### src/rtl/tester_gtx_frm_rx.sv
// Receive-side frame checker for a GTX lane tester: acquires word sync on idle
// characters, then checks SOF/payload/EOF framing, the payload ramp and sequence bytes.
module tester_gtx_frm_rx #(
  parameter logic [15:0] IDLE     = 16'hBC50,
  parameter int          SYNC_CNT = 16,
  parameter int          LOS_CNT  = 4
) (
  input  logic        usrclk,
  input  logic        usrrst_n,
  input  logic [15:0] rx_data,
  input  logic [1:0]  rx_char,
  input  logic        cnt_clr,
  output logic        sync,
  output logic        frm_done,
  output logic        frm_good,
  output logic [2:0]  err_code,
  output logic        code_err,
  output logic [15:0] frm_cnt,
  output logic [15:0] err_cnt,
  output logic [1:0]  dbg_state
);

  typedef enum logic [1:0] {
    ST_UNSYNC   = 2'd0,
    ST_IDLE     = 2'd1,
    ST_PAYLOAD  = 2'd2,
    ST_EOF_WAIT = 2'd3
  } state_t;

  localparam int SYNC_W = $clog2(SYNC_CNT + 1);
  localparam int LOS_W  = $clog2(LOS_CNT + 1);
  localparam logic [SYNC_W-1:0] SYNC_LAST = SYNC_W'(SYNC_CNT - 1);
  localparam logic [LOS_W-1:0]  LOS_LAST  = LOS_W'(LOS_CNT - 1);

  // Code 1 (code error) is reported through code_err, never as a frame result.
  localparam logic [2:0] E_NONE  = 3'd0;
  localparam logic [2:0] E_LEN   = 3'd2;
  localparam logic [2:0] E_DATA  = 3'd3;
  localparam logic [2:0] E_SEQ   = 3'd4;
  localparam logic [2:0] E_TRUNC = 3'd5;

  state_t            state, state_nxt;
  logic [SYNC_W-1:0] idle_cnt, idle_cnt_nxt;
  logic [LOS_W-1:0]  los_cnt, los_cnt_nxt;
  logic [7:0]        len, len_nxt;
  logic [7:0]        idx, idx_nxt;
  logic [7:0]        exp_seq, exp_seq_nxt;
  logic              data_err, data_err_nxt;
  logic              first_eof, first_eof_nxt;
  logic              done_d, cerr_d;
  logic [2:0]        code_d;

  logic [7:0] hi, lo;
  logic       w_idle, w_sof, w_eof, w_pay, w_ill;
  logic       los_hit, seq_bad, pay_ok, last_pay;

  assign hi = rx_data[15:8];
  assign lo = rx_data[7:0];

  assign w_idle = (rx_char == 2'b10) && (rx_data == IDLE);
  assign w_sof  = (rx_char == 2'b10) && (hi == 8'hFB) && !w_idle;
  assign w_eof  = (rx_char == 2'b10) && (hi == 8'hFD) && !w_idle;
  assign w_pay  = (rx_char == 2'b00);
  assign w_ill  = !(w_idle || w_sof || w_eof || w_pay);

  assign los_hit  = (state != ST_UNSYNC) && w_ill && (los_cnt == LOS_LAST);
  assign seq_bad  = !first_eof && (lo != exp_seq);
  assign pay_ok   = (rx_data == {8'h00, idx});
  assign last_pay = (idx == len - 8'd1);

  assign dbg_state = state;

  always_ff @(posedge usrclk or negedge usrrst_n) begin
    if (!usrrst_n) state <= ST_UNSYNC;
    else           state <= state_nxt;
  end

  always_comb begin
    state_nxt     = state;
    idle_cnt_nxt  = '0;
    los_cnt_nxt   = '0;
    len_nxt       = len;
    idx_nxt       = idx;
    data_err_nxt  = data_err;
    first_eof_nxt = first_eof;
    exp_seq_nxt   = exp_seq;
    if (state != ST_UNSYNC && w_ill && !los_hit) los_cnt_nxt = los_cnt + LOS_W'(1);
    case (state)
      ST_UNSYNC: begin
        if (w_idle) begin
          if (idle_cnt == SYNC_LAST) begin
            state_nxt     = ST_IDLE;
            first_eof_nxt = 1'b1;
          end else begin
            idle_cnt_nxt = idle_cnt + SYNC_W'(1);
          end
        end
      end
      ST_IDLE: begin
        if (w_sof && lo != 8'h00) begin
          len_nxt      = lo;
          idx_nxt      = 8'h00;
          data_err_nxt = 1'b0;
          state_nxt    = ST_PAYLOAD;
        end
      end
      ST_PAYLOAD: begin
        if (w_pay) begin
          if (!pay_ok) data_err_nxt = 1'b1;
          if (last_pay) state_nxt = ST_EOF_WAIT;
          else          idx_nxt   = idx + 8'd1;
        end else if (w_sof && lo != 8'h00) begin
          // The interrupting SOF opens the next frame straight away.
          len_nxt      = lo;
          idx_nxt      = 8'h00;
          data_err_nxt = 1'b0;
        end else begin
          state_nxt = ST_IDLE;
          if (w_eof) begin
            exp_seq_nxt   = lo + 8'd1;
            first_eof_nxt = 1'b0;
          end
        end
      end
      ST_EOF_WAIT: begin
        state_nxt = ST_IDLE;
        if (w_eof) begin
          exp_seq_nxt   = lo + 8'd1;
          first_eof_nxt = 1'b0;
        end
      end
      default: state_nxt = ST_UNSYNC;
    endcase
    if (los_hit) state_nxt = ST_UNSYNC;
  end

  // frm_done is a valid-only strobe with no back-pressure; frm_good and err_code qualify it.
  always_comb begin
    done_d = 1'b0;
    cerr_d = 1'b0;
    code_d = E_NONE;
    case (state)
      ST_IDLE: begin
        if (w_sof && lo == 8'h00) begin
          done_d = 1'b1;
          code_d = E_LEN;
        end else if (!w_idle && !w_sof) begin
          cerr_d = 1'b1;
        end
      end
      ST_PAYLOAD: begin
        if (!w_pay) begin
          done_d = 1'b1;
          code_d = w_eof ? E_LEN : E_TRUNC;
        end
      end
      ST_EOF_WAIT: begin
        done_d = 1'b1;
        if (!w_eof)        code_d = E_LEN;
        else if (seq_bad)  code_d = E_SEQ;
        else if (data_err) code_d = E_DATA;
        else               code_d = E_NONE;
      end
      default: ;
    endcase
    if (los_hit && (state == ST_PAYLOAD || state == ST_EOF_WAIT)) begin
      done_d = 1'b1;
      code_d = E_TRUNC;
    end
  end

  always_ff @(posedge usrclk or negedge usrrst_n) begin
    if (!usrrst_n) begin
      idle_cnt  <= '0;
      los_cnt   <= '0;
      len       <= 8'h00;
      idx       <= 8'h00;
      exp_seq   <= 8'h00;
      data_err  <= 1'b0;
      first_eof <= 1'b0;
    end else begin
      idle_cnt  <= idle_cnt_nxt;
      los_cnt   <= los_cnt_nxt;
      len       <= len_nxt;
      idx       <= idx_nxt;
      exp_seq   <= exp_seq_nxt;
      data_err  <= data_err_nxt;
      first_eof <= first_eof_nxt;
    end
  end

  always_ff @(posedge usrclk or negedge usrrst_n) begin
    if (!usrrst_n) begin
      sync     <= 1'b0;
      frm_done <= 1'b0;
      frm_good <= 1'b0;
      err_code <= 3'd0;
      code_err <= 1'b0;
      frm_cnt  <= 16'h0000;
      err_cnt  <= 16'h0000;
    end else begin
      sync     <= (state_nxt != ST_UNSYNC);
      frm_done <= done_d;
      frm_good <= done_d && (code_d == E_NONE);
      err_code <= done_d ? code_d : E_NONE;
      code_err <= cerr_d;
      if (cnt_clr) begin
        frm_cnt <= 16'h0000;
        err_cnt <= 16'h0000;
      end else begin
        if (done_d && code_d == E_NONE && frm_cnt != 16'hFFFF)
          frm_cnt <= frm_cnt + 16'd1;
        if (((done_d && code_d != E_NONE) || cerr_d) && err_cnt != 16'hFFFF)
          err_cnt <= err_cnt + 16'd1;
      end
    end
  end

endmodule
### config.mk
export PLATFORM = sky130hd
export DESIGN_NAME = tester_gtx_frm_rx
export DESIGN_NICKNAME = d
export VERILOG_FILES = /design/src/rtl/tester_gtx_frm_rx.sv
export SDC_FILE = /design/constraint.sdc
export NUM_CORES = 1
export LEC_CHECK = 0
export ABC_AREA = 1
export BUFFER_PORTS_ARGS = -buffer_cell sky130_fd_sc_hd__buf_4
export CAP_MARGIN = 20
export CORE_ASPECT_RATIO = 0.8
export CORE_MARGIN = 3
export CORE_UTILIZATION = 30
export CTS_CLUSTER_SIZE = 20
export DETAILED_ROUTE_END_ITERATION = 7
export HOLD_SLACK_MARGIN = 0.02
export MAX_ROUTING_LAYER = met4
export PLACE_DENSITY = 0.5
export SYNTH_ARGS = -nofsm -noshare
export SYNTH_HDL_FRONTEND = slang
export SYNTH_SLANG_ARGS = --single-unit
### constraint.sdc
create_clock -name usrclk -period 4.75 [get_ports usrclk]
set_input_delay 0.95 -clock usrclk [delete_from_list [all_inputs] [get_ports usrclk]]
set_output_delay 0.95 -clock usrclk [all_outputs]
set_load 0.01 [all_outputs]
==> results of run 1 <==
-- Yosys cell counts (3+ instances only) --
library cell  number
nand2_1          128
inv_1             90
dfrtp_1           75
nor2_1            63
xor2_1            52
nand3_1           50
nand4_1           40
nor3_1            21
o21ai_0           20
nand3_2           12
xnor2_1           11
ha_1               9
clkbuf_1           7
inv_2              6
nor4_1             6
nor2_2             5
a21oi_1            4
buf_4              4
nand2_4            4
o22ai_1            4
buf_1              3
nand2_2            3
nand3_4            3
-- final cells by class --
class / instances / area share [%]
repair buffers: 64 / 8.70
clock inverters: 2 / 0.594
clock buffers: 14 / 4.31
well taps: 215 / 4.56
flip-flops and latches: 75 / 31.8
multi-input cells: 448 / 43.9
inverters: 96 / 6.11
-- sequential cells by signal, summed over array words and instances (netlist names) --
name	count
frm_cnt	16
idle_cnt	5
dbg_state	2
data_err	1
frm_done	1
exp_seq	8
len	8
idx	8
err_code	3
code_err	1
los_cnt	3
first_eof	1
frm_good	1
sync	1
err_cnt	16
-- power groups by stage --
stage	combinational [W]	clock, W	sequential (W)
after floorplan	0.000360	0	0.000771
after CTS	0.000475	0.000719	0.000791
after detailed placement	0.000473	0	0.000801
after global placement	0.000467	0	0.000801
final	0.000476	0.000694	0.000793
after global routing	0.000545	0.000741	0.000802
-- kinds of logic (layout without fill, tap and decap cells) --
logic type                 count (synthesis)  in the layout  synth area share [%]
DFF                                       75             75                  38.0
muxes                                      2              2                 0.430
AOI/OAI and AO/OA                         30             30                  3.26
adders and majority gates                  9              9                  2.28
xor gates and xnor gates                  63             63                  11.2
and+or+nand+nor                          344            344                  35.2
buffers and inverters                    115            176                  9.72
-- worst paths after layout --
check	end	start	depth (start not counted)	slack [ps]
worst min register to register	los_cnt[0]	los_cnt[0]	1	440
worst max-delay path	err_cnt[1]	err_cnt[0]	9	2240
worst min-delay path	los_cnt[0]	los_cnt[0]	1	440
max in group asynchronous	frm_cnt[2]	usrrst_n	2	3620
min in group asynchronous	len[4]	usrrst_n	1	550
worst max register to register	err_cnt[1]	err_cnt[0]	9	2240
-- metrics by stage --
step	total power, W	setup slack, ps	std cells	utilization, %	cell area, um2
floorplan	0.00113	2370	638	-	4940
global placement	0.00127	1890	896	34.8	5560
detailed placement	0.00127	1840	896	34.8	5560
CTS	0.00199	2190	912	36.7	5850
global route	0.00209	1900	914	37.0	5900
finish	0.00196	2240	914	37.0	5900
-- per-layer routing --
layer	track usage (%)	up-vias	routed length (um)
li1	-	2165	-
met1	21.7	1955	6610
met2	22.0	91	5350
met3	3.26	16	632
met4	5.55	0	195
met5	-	-	0
==> results_dict.tcl, run 1 <==
set metrics [dict create \
    ios 62 \
    cts_resized 0 \
    hp-class "reg -> reg" \
    synthesis.area_um2 4940 \
    syn_to_final_growth_pct 19.2 \
    fin_crit_ps 2510 \
    outcome "finished, final reports clean" \
    yosys_warnings 0 \
    p_sw_share_pct 34.4 \
    diodes 0 \
    max_freq_mhz 399 \
    most-common-layout-cells "128 x nand2_1, 90 x inv_1, 75 x dfrtp_1" \
    ant_nets 0 \
    ir_drop_mv 0.217 \
    postCtsSetupRepairBufs 0 \
    antenna_found_initial 0 \
    tns_ps 0 \
    grt.overflow.total 0 \
    critPathMaxFanout 17 \
    gp_congestion 0.891 \
    clock-root-buffer "clkbuf_16" \
    yosysTopAreaCellShare_pct 38.0 \
    grt.total_usage_pct 15.4 \
    maxSlewHeadroom_pct 61.5 \
    nets 724 \
    wirelength_mm 12.8 \
    start_kind "flip-flop" \
    critPathCaptureType "flip-flop" \
    synth_ff_type "dfrtp_1" \
    crit_path_cell_trace "ha_1 -> nand2_1 -> nor3_1 -> nand2_1 -> nor3_1 -> nand3_2 -> nand2_4 -> nand3_1 -> nand2_1" \
    insertion_delay_ps 350 \
    grt_pass1_wl_mm 21.7 \
    slowest_stage "dfrtp_1" \
    avgSynthCellArea_um2 7.75 \
    first_global_vias 4247 \
    h-tree-depth 3 \
    setup-violations-final 0 \
    hold_viol 0 \
    drt_iter0_drc 220 \
    drv_cap 0 \
    finalMaxSlewViolations 0 \
    power.share.clock_pct 35.3 \
    synth_seq_cells 75 \
    switchingPower_w 0.000675 \
    period_share_pct 52.8 \
    clock_sink_count 75 \
    rsz0062_at_grt "no" \
    crit_family "simple AND/OR/NAND/NOR gates" \
    fin_skew_ps 7.21 \
    dr.pass1.iters 5 \
    routed_via_density 4.62 \
    die_h_um 121 \
    synthCells 638 \
    yosys-top-cells-area "dfrtp_1 38%, nand2_1 9.7%, xor2_1 9.2%, inv_1 6.8%, nand3_1 5.1%" \
    initial_utilization_pct 31.0 \
    cts.path.max_buffers 2 \
    worstPathArrival_ps 2790 \
    core_um2 16000 \
    grt_max_degree 76 \
    fp-row-count 41 \
    num_vias 4227 \
    powerDensity_nw_per_um2 333 \
    synth.yosys.seq_area_share_pct 38.0 \
    die_area_um2 18100 \
    synth-edff-count 0 \
    multi_input_area_um2 2590 \
    worstMarginPinSlew_ps 576 \
    fill_cells 1676 \
    drc 0 \
    place_hpwl_mm 9.34 \
    seq_area_um2 1880 \
    internal-power_w 0.00129 \
    cts_inserted_buffers 9 \
    leakagePower_nw 3.00 \
    synth_cell_type_count 37 \
    syn-num-nets 668 \
    hold_buffers 0 \
    seq_power_share_pct 40.4 \
    p_comb_share_pct 24.2 \
    drive_above_1_share_pct 16.5 \
    final_common_cell "nand2_1" \
    critPathMaxStageDelay_ps 500 \
    cp_common_cell "nand2_1" \
    port_buffers 61 \
    cts_tree "built" \
    critPathKind "reg -> reg" \
    clk_pin_slew_ps 60 \
    worst-path-buf-inv 0 \
    wl_per_cell_um 14.0 \
    critical_path_required_ps 5030 \
    hold_ws_ps 438 \
    die_w_um 150 \
    yosysTopAreaCell "dfrtp_1" \
    async_flop_share_pct 100 \
]
No activity file was read; power rests on OpenSTA's default activity.
==> run 2: changes to the inputs <==
Settings changed: PLACE_DENSITY 0.5 to 0.51.
Clock period 4.75 ns to 2.3 ns, I/O delays scaled along.
==> results_dict.tcl, run 2 (synthesis gave the netlist of run 1 again) <==
set metrics [dict create \
    clock_sink_count 75 \
    critical_path_required_ps 2560 \
    fin_skew_ps 4.06 \
    ir_drop_mv 0.335 \
    r2r_cells 12 \
    r2r_end "idx[0]" \
    hold_viol 0 \
    max_freq_mhz 476 \
    insertion_delay_ps 340 \
    final_common_cell "nand2_1" \
    leakagePower_nw 3.06 \
    cp_common_cell "nor2_1" \
    hp-class "in -> async" \
    setup-violations-final 0 \
    drv_cap 0 \
    period_share_pct 91.3 \
    grt.total_usage_pct 15.4 \
    finalMaxSlewViolations 0 \
    fin_util_pct 37.5 \
    drive_above_1_share_pct 18.4 \
    fin_crit_ps 2100 \
    slowest_stage "dfrtp_1" \
    routed_via_density 4.68 \
    critPathMaxStageDelay_ps 380 \
    rsz0062_at_grt "no" \
    ios 62 \
    cts_inserted_buffers 9 \
    critPathMaxFanout 6 \
    initial_utilization_pct 31.0 \
    wirelength_mm 12.9 \
    worstMarginPinSlew_ps 571 \
    clk_pin_slew_ps 60 \
    grt_pass1_wl_mm 21.7 \
    worstReg2RegStart "len[1]" \
    clock-root-buffer "clkbuf_16" \
    critPathKind "reg -> reg" \
    maxSlewHeadroom_pct 61.9 \
    critPathCaptureType "flip-flop" \
    start_kind "flip-flop" \
    die_w_um 150 \
    hold_buffers 0 \
    wl_per_cell_um 13.9 \
    drc 0 \
    fill_cells 1660 \
    fp-row-count 41 \
    largest_registers "err_cnt: 16 flops, frm_cnt: 16 flops" \
    tns_ps 0 \
    cts.path.max_buffers 2 \
    crit_path_cell_trace "inv_1 -> ha_1 -> nor2_1 -> nor2_1 -> nand3_1 -> nor2_1 -> nand3_1 -> nor2_1 -> nand3_1 -> nand2_2 -> nand2_1 -> a21oi_1" \
    drt_iter0_drc 276 \
    hold_ws_ps 77.5 \
    first_global_vias 4194 \
    outcome "finished, final reports clean" \
    core_um2 16000 \
    ant_nets 0 \
    powerDensity_nw_per_um2 676 \
    port_buffers 61 \
    syn_to_final_growth_pct 20.9 \
    die_area_um2 18100 \
    diodes 0 \
    worstPathArrival_ps 2360 \
    grt_max_degree 35 \
    antenna_found_initial 0 \
    nets 739 \
    place_hpwl_mm 9.84 \
    most-common-layout-cells "127 x nand2_1, 90 x inv_1, 78 x buf_4" \
    gp_congestion 0.886 \
    h-tree-depth 3 \
    dr.pass1.iters 4 \
    grt.overflow.total 0 \
    ff2ff_setup_slack_ps 200 \
    die_h_um 121 \
    cts_tree "built" \
    num_vias 4339 \
]
==> run 2: metal layers <==
layer  GRT usage (%)  wire length, um
met4            3.72              132
met2            22.6             5610
met5               -                0
met3            3.18              495
met1            21.8             6640
==> run 2: cell type report <==
cell class              count  area, um2  area share (%)
inverters                  96        360            6.03
clock inverters             3       40.0           0.670
multi-input cells         448       2590            43.3
repair buffers             79        606            10.1
clock buffers              12        236            3.96
well taps                 215        269            4.50
flip-flops and latches     75       1880            31.4
==> run 2: worst max-delay path: cells and delay by family, from the launching register on <==
| kind | cells | cell delay, ps |
|---|---|---|
| AOI/OAI and AO/OA | 1 | 180 |
| adders and majority gates | 1 | 280 |
| buffers and inverters | 1 | 60 |
| DFF | 1 | 380 |
| and+or+nand+nor | 9 | 1140 |
==> run 2: worst max path at each step <==
| stage | from | to | slack (ps) | cells past startpoint |
|---|---|---|---|---|
| 3_3_place_gp | rx_data[0] | len[0] | 90 | 12 |
| 5_1_grt | len[0] | idx[0] | 10 | 12 |
| 3_5_place_dp | rx_data[0] | frm_cnt[10] | 70 | 14 |
| 6_report | len[1] | idx[0] | 200 | 12 |
| 2_1_floorplan | err_cnt[0] | err_cnt[5] | 300 | 9 |
| 4_1_cts | len[1] | idx[0] | 150 | 12 |
==> run 2: what timing repair did <==
action / CTS / global route
hold endpoints to repair: 0 / 0
gates resized for setup: 0 / 1
setup endpoints to repair: 0 / 6
buffers inserted: 0 / 0
==> run 2: through the flow <==
| stage | area (um2) | power, W | worst slack, ps | std cells |
|---|---|---|---|---|
| after floorplan | 4940 | 0.00234 | 298 | 638 |
| after global placement | 5700 | 0.00270 | 87.4 | 913 |
| after detailed placement | 5700 | 0.00271 | 71.3 | 913 |
| after CTS | 5980 | 0.00411 | 148 | 928 |
| after global routing | 5980 | 0.00430 | 13.8 | 928 |
| final | 5980 | 0.00404 | 201 | 928 |
==> run 2: power breakdown <==
part | total [W] | internal [W] | switching [W]
logic | 0.00109 | 0.000398 | 0.000693
clock network | 0.00136 | 0.000831 | 0.000533
registers | 0.00158 | 0.00144 | 0.000142
total | 0.00404 | 0.00267 | 0.00137
==> run 3: changes to the inputs <==
Settings changed: CORE_UTILIZATION 30 to 40, PLACE_DENSITY 0.51 to 0.64.
==> results_dict.tcl, run 3 (synthesis gave the netlist of run 1 again) <==
set metrics [dict create \
    most-common-layout-cells "127 x nand2_1, 90 x inv_1, 75 x dfrtp_1" \
    critical_path_cell_count 12 \
    fp-row-count 35 \
    worstReg2RegStart "len[0]" \
    drive_above_1_share_pct 18.4 \
    critPathKind "reg -> reg" \
    multi_input_area_um2 2590 \
    antenna_found_initial 0 \
    largest_registers "err_cnt: 16 flops, frm_cnt: 16 flops" \
    worst-path-buf-inv 1 \
    drv_cap 0 \
    crit_path_cell_trace "inv_1 -> ha_1 -> nor2_1 -> nor2_1 -> nand3_1 -> nor2_1 -> nand3_1 -> nor2_1 -> nand3_1 -> nand2_2 -> nand2_1 -> o22ai_1" \
    wirelength_mm 11.9 \
    final_common_cell "nand2_1" \
    powerDensity_nw_per_um2 688 \
    r2r_cells 12 \
    crit_family "simple AND/OR/NAND/NOR gates" \
    die_w_um 130 \
    clk_pin_slew_ps 60 \
    slowest_stage "dfrtp_1" \
    critPathCaptureType "flip-flop" \
    fin_area_um2 5900 \
    routed_via_density 5.05 \
    max_freq_mhz 471 \
    grt.overflow.total 0 \
    fill_cells 1131 \
    cts.path.max_buffers 2 \
    drc 0 \
    fin_crit_ps 2130 \
    dp_worst_setup_slack_ps 69.9 \
    port_buffers 61 \
    tns_ps 0 \
    h-tree-depth 3 \
    nets 736 \
    initial_utilization_pct 42.0 \
    critPathMaxFanout 6 \
    postCtsSetupRepairBufs 0 \
    crit_start "len[0]" \
    setup-violations-final 0 \
    ir_drop_mv 0.381 \
    gp_congestion 0.893 \
    num_vias 4335 \
    outcome "finished, final reports clean" \
    hold_ws_ps 83.5 \
    ant_nets 0 \
    period_share_pct 92.4 \
    endpoint "idx[2]" \
    hp-class "in -> async" \
    critPathMaxStageDelay_ps 410 \
    fin_skew_ps 6.07 \
    rsz0062_at_grt "no" \
    grt_max_degree 43 \
    start_kind "flip-flop" \
    worstMarginPinSlew_ps 540 \
    clock-root-buffer "clkbuf_16" \
    drt_iter0_drc 352 \
    clock_sink_count 75 \
    grt_pass1_wl_mm 19.8 \
    die_area_um2 13700 \
    maxSlewHeadroom_pct 63.9 \
    finalMaxSlewViolations 0 \
    place_hpwl_mm 9.06 \
    first_global_vias 3969 \
    hold_viol 0 \
    cp_common_cell "nor2_1" \
    ios 62 \
    die_h_um 105 \
    seq_area_um2 1880 \
    cts_inserted_buffers 9 \
    worstPathArrival_ps 2370 \
    insertion_delay_ps 330 \
    diodes 0 \
    placedInstanceArea_um2 5610 \
    cts_tree "built" \
    grt.total_usage_pct 18.4 \
    leakagePower_nw 3.06 \
    worst_slack_ps 175 \
    dr.pass1.iters 5 \
    r2r_end "idx[2]" \
    wl_per_cell_um 13.9 \
    ff2ff_setup_slack_ps 170 \
    syn_to_final_growth_pct 19.4 \
    critical_path_required_ps 2540 \
    core_um2 11800 \
]
## run 3: changes by cell type in the layout (fill, tap and decap cells not counted), sizes merged
cell,delta
clkinvlp,+1
clkbuf,-1
buf,-3
clkinv,+1
## run 3: power breakdown
group,internal (W),switching (W),total [W]
Combinational,0.000388,0.000679,0.00107
Sequential,0.00144,0.000156,0.00160
Clock,0.000864,0.000530,0.00139
Total,0.00269,0.00136,0.00406
## run 3: through the flow
stage,util [%],total power (W),instances
floorplan,-,0.00234,638
global placement,47.6,0.00266,843
detailed placement,47.6,0.00268,843
CTS,50.1,0.00410,859
global route,50.1,0.00430,859
finish,50.1,0.00406,859
## run 3: worst min path at each step
stage / to / slack [ps]
after detailed placement: los_cnt[0] / 440
after floorplan: code_err / 160
final: len[3] / 80
after CTS: len[3] / 100
after global routing: len[3] / 110
after global placement: los_cnt[0] / 420
## run 3: repair_timing
item / 4_1_cts / 5_1_grt
gates resized for setup: 0 / 1
endpoints found under the setup margin: 0 / 6
hold buffers: 0 / 0
## run 3: routing by layer
layer  vias up  share of wire [%]  global-route usage (%)
met5         -                  0                       -
met4         0               0.64                    3.34
met3         7                4.8                    3.85
met2        93                 43                    25.7
met1      2040                 52                    27.6
li1       2195                  -                       -
## run 3: final cells by class
class / count / area share [%]
inverters: 96 / 6.10
repair buffers: 76 / 10.1
clock buffers: 11 / 4.11
flip-flops and latches: 75 / 31.8
multi-input cells: 448 / 43.9
well taps: 148 / 3.14
clock inverters: 5 / 0.890
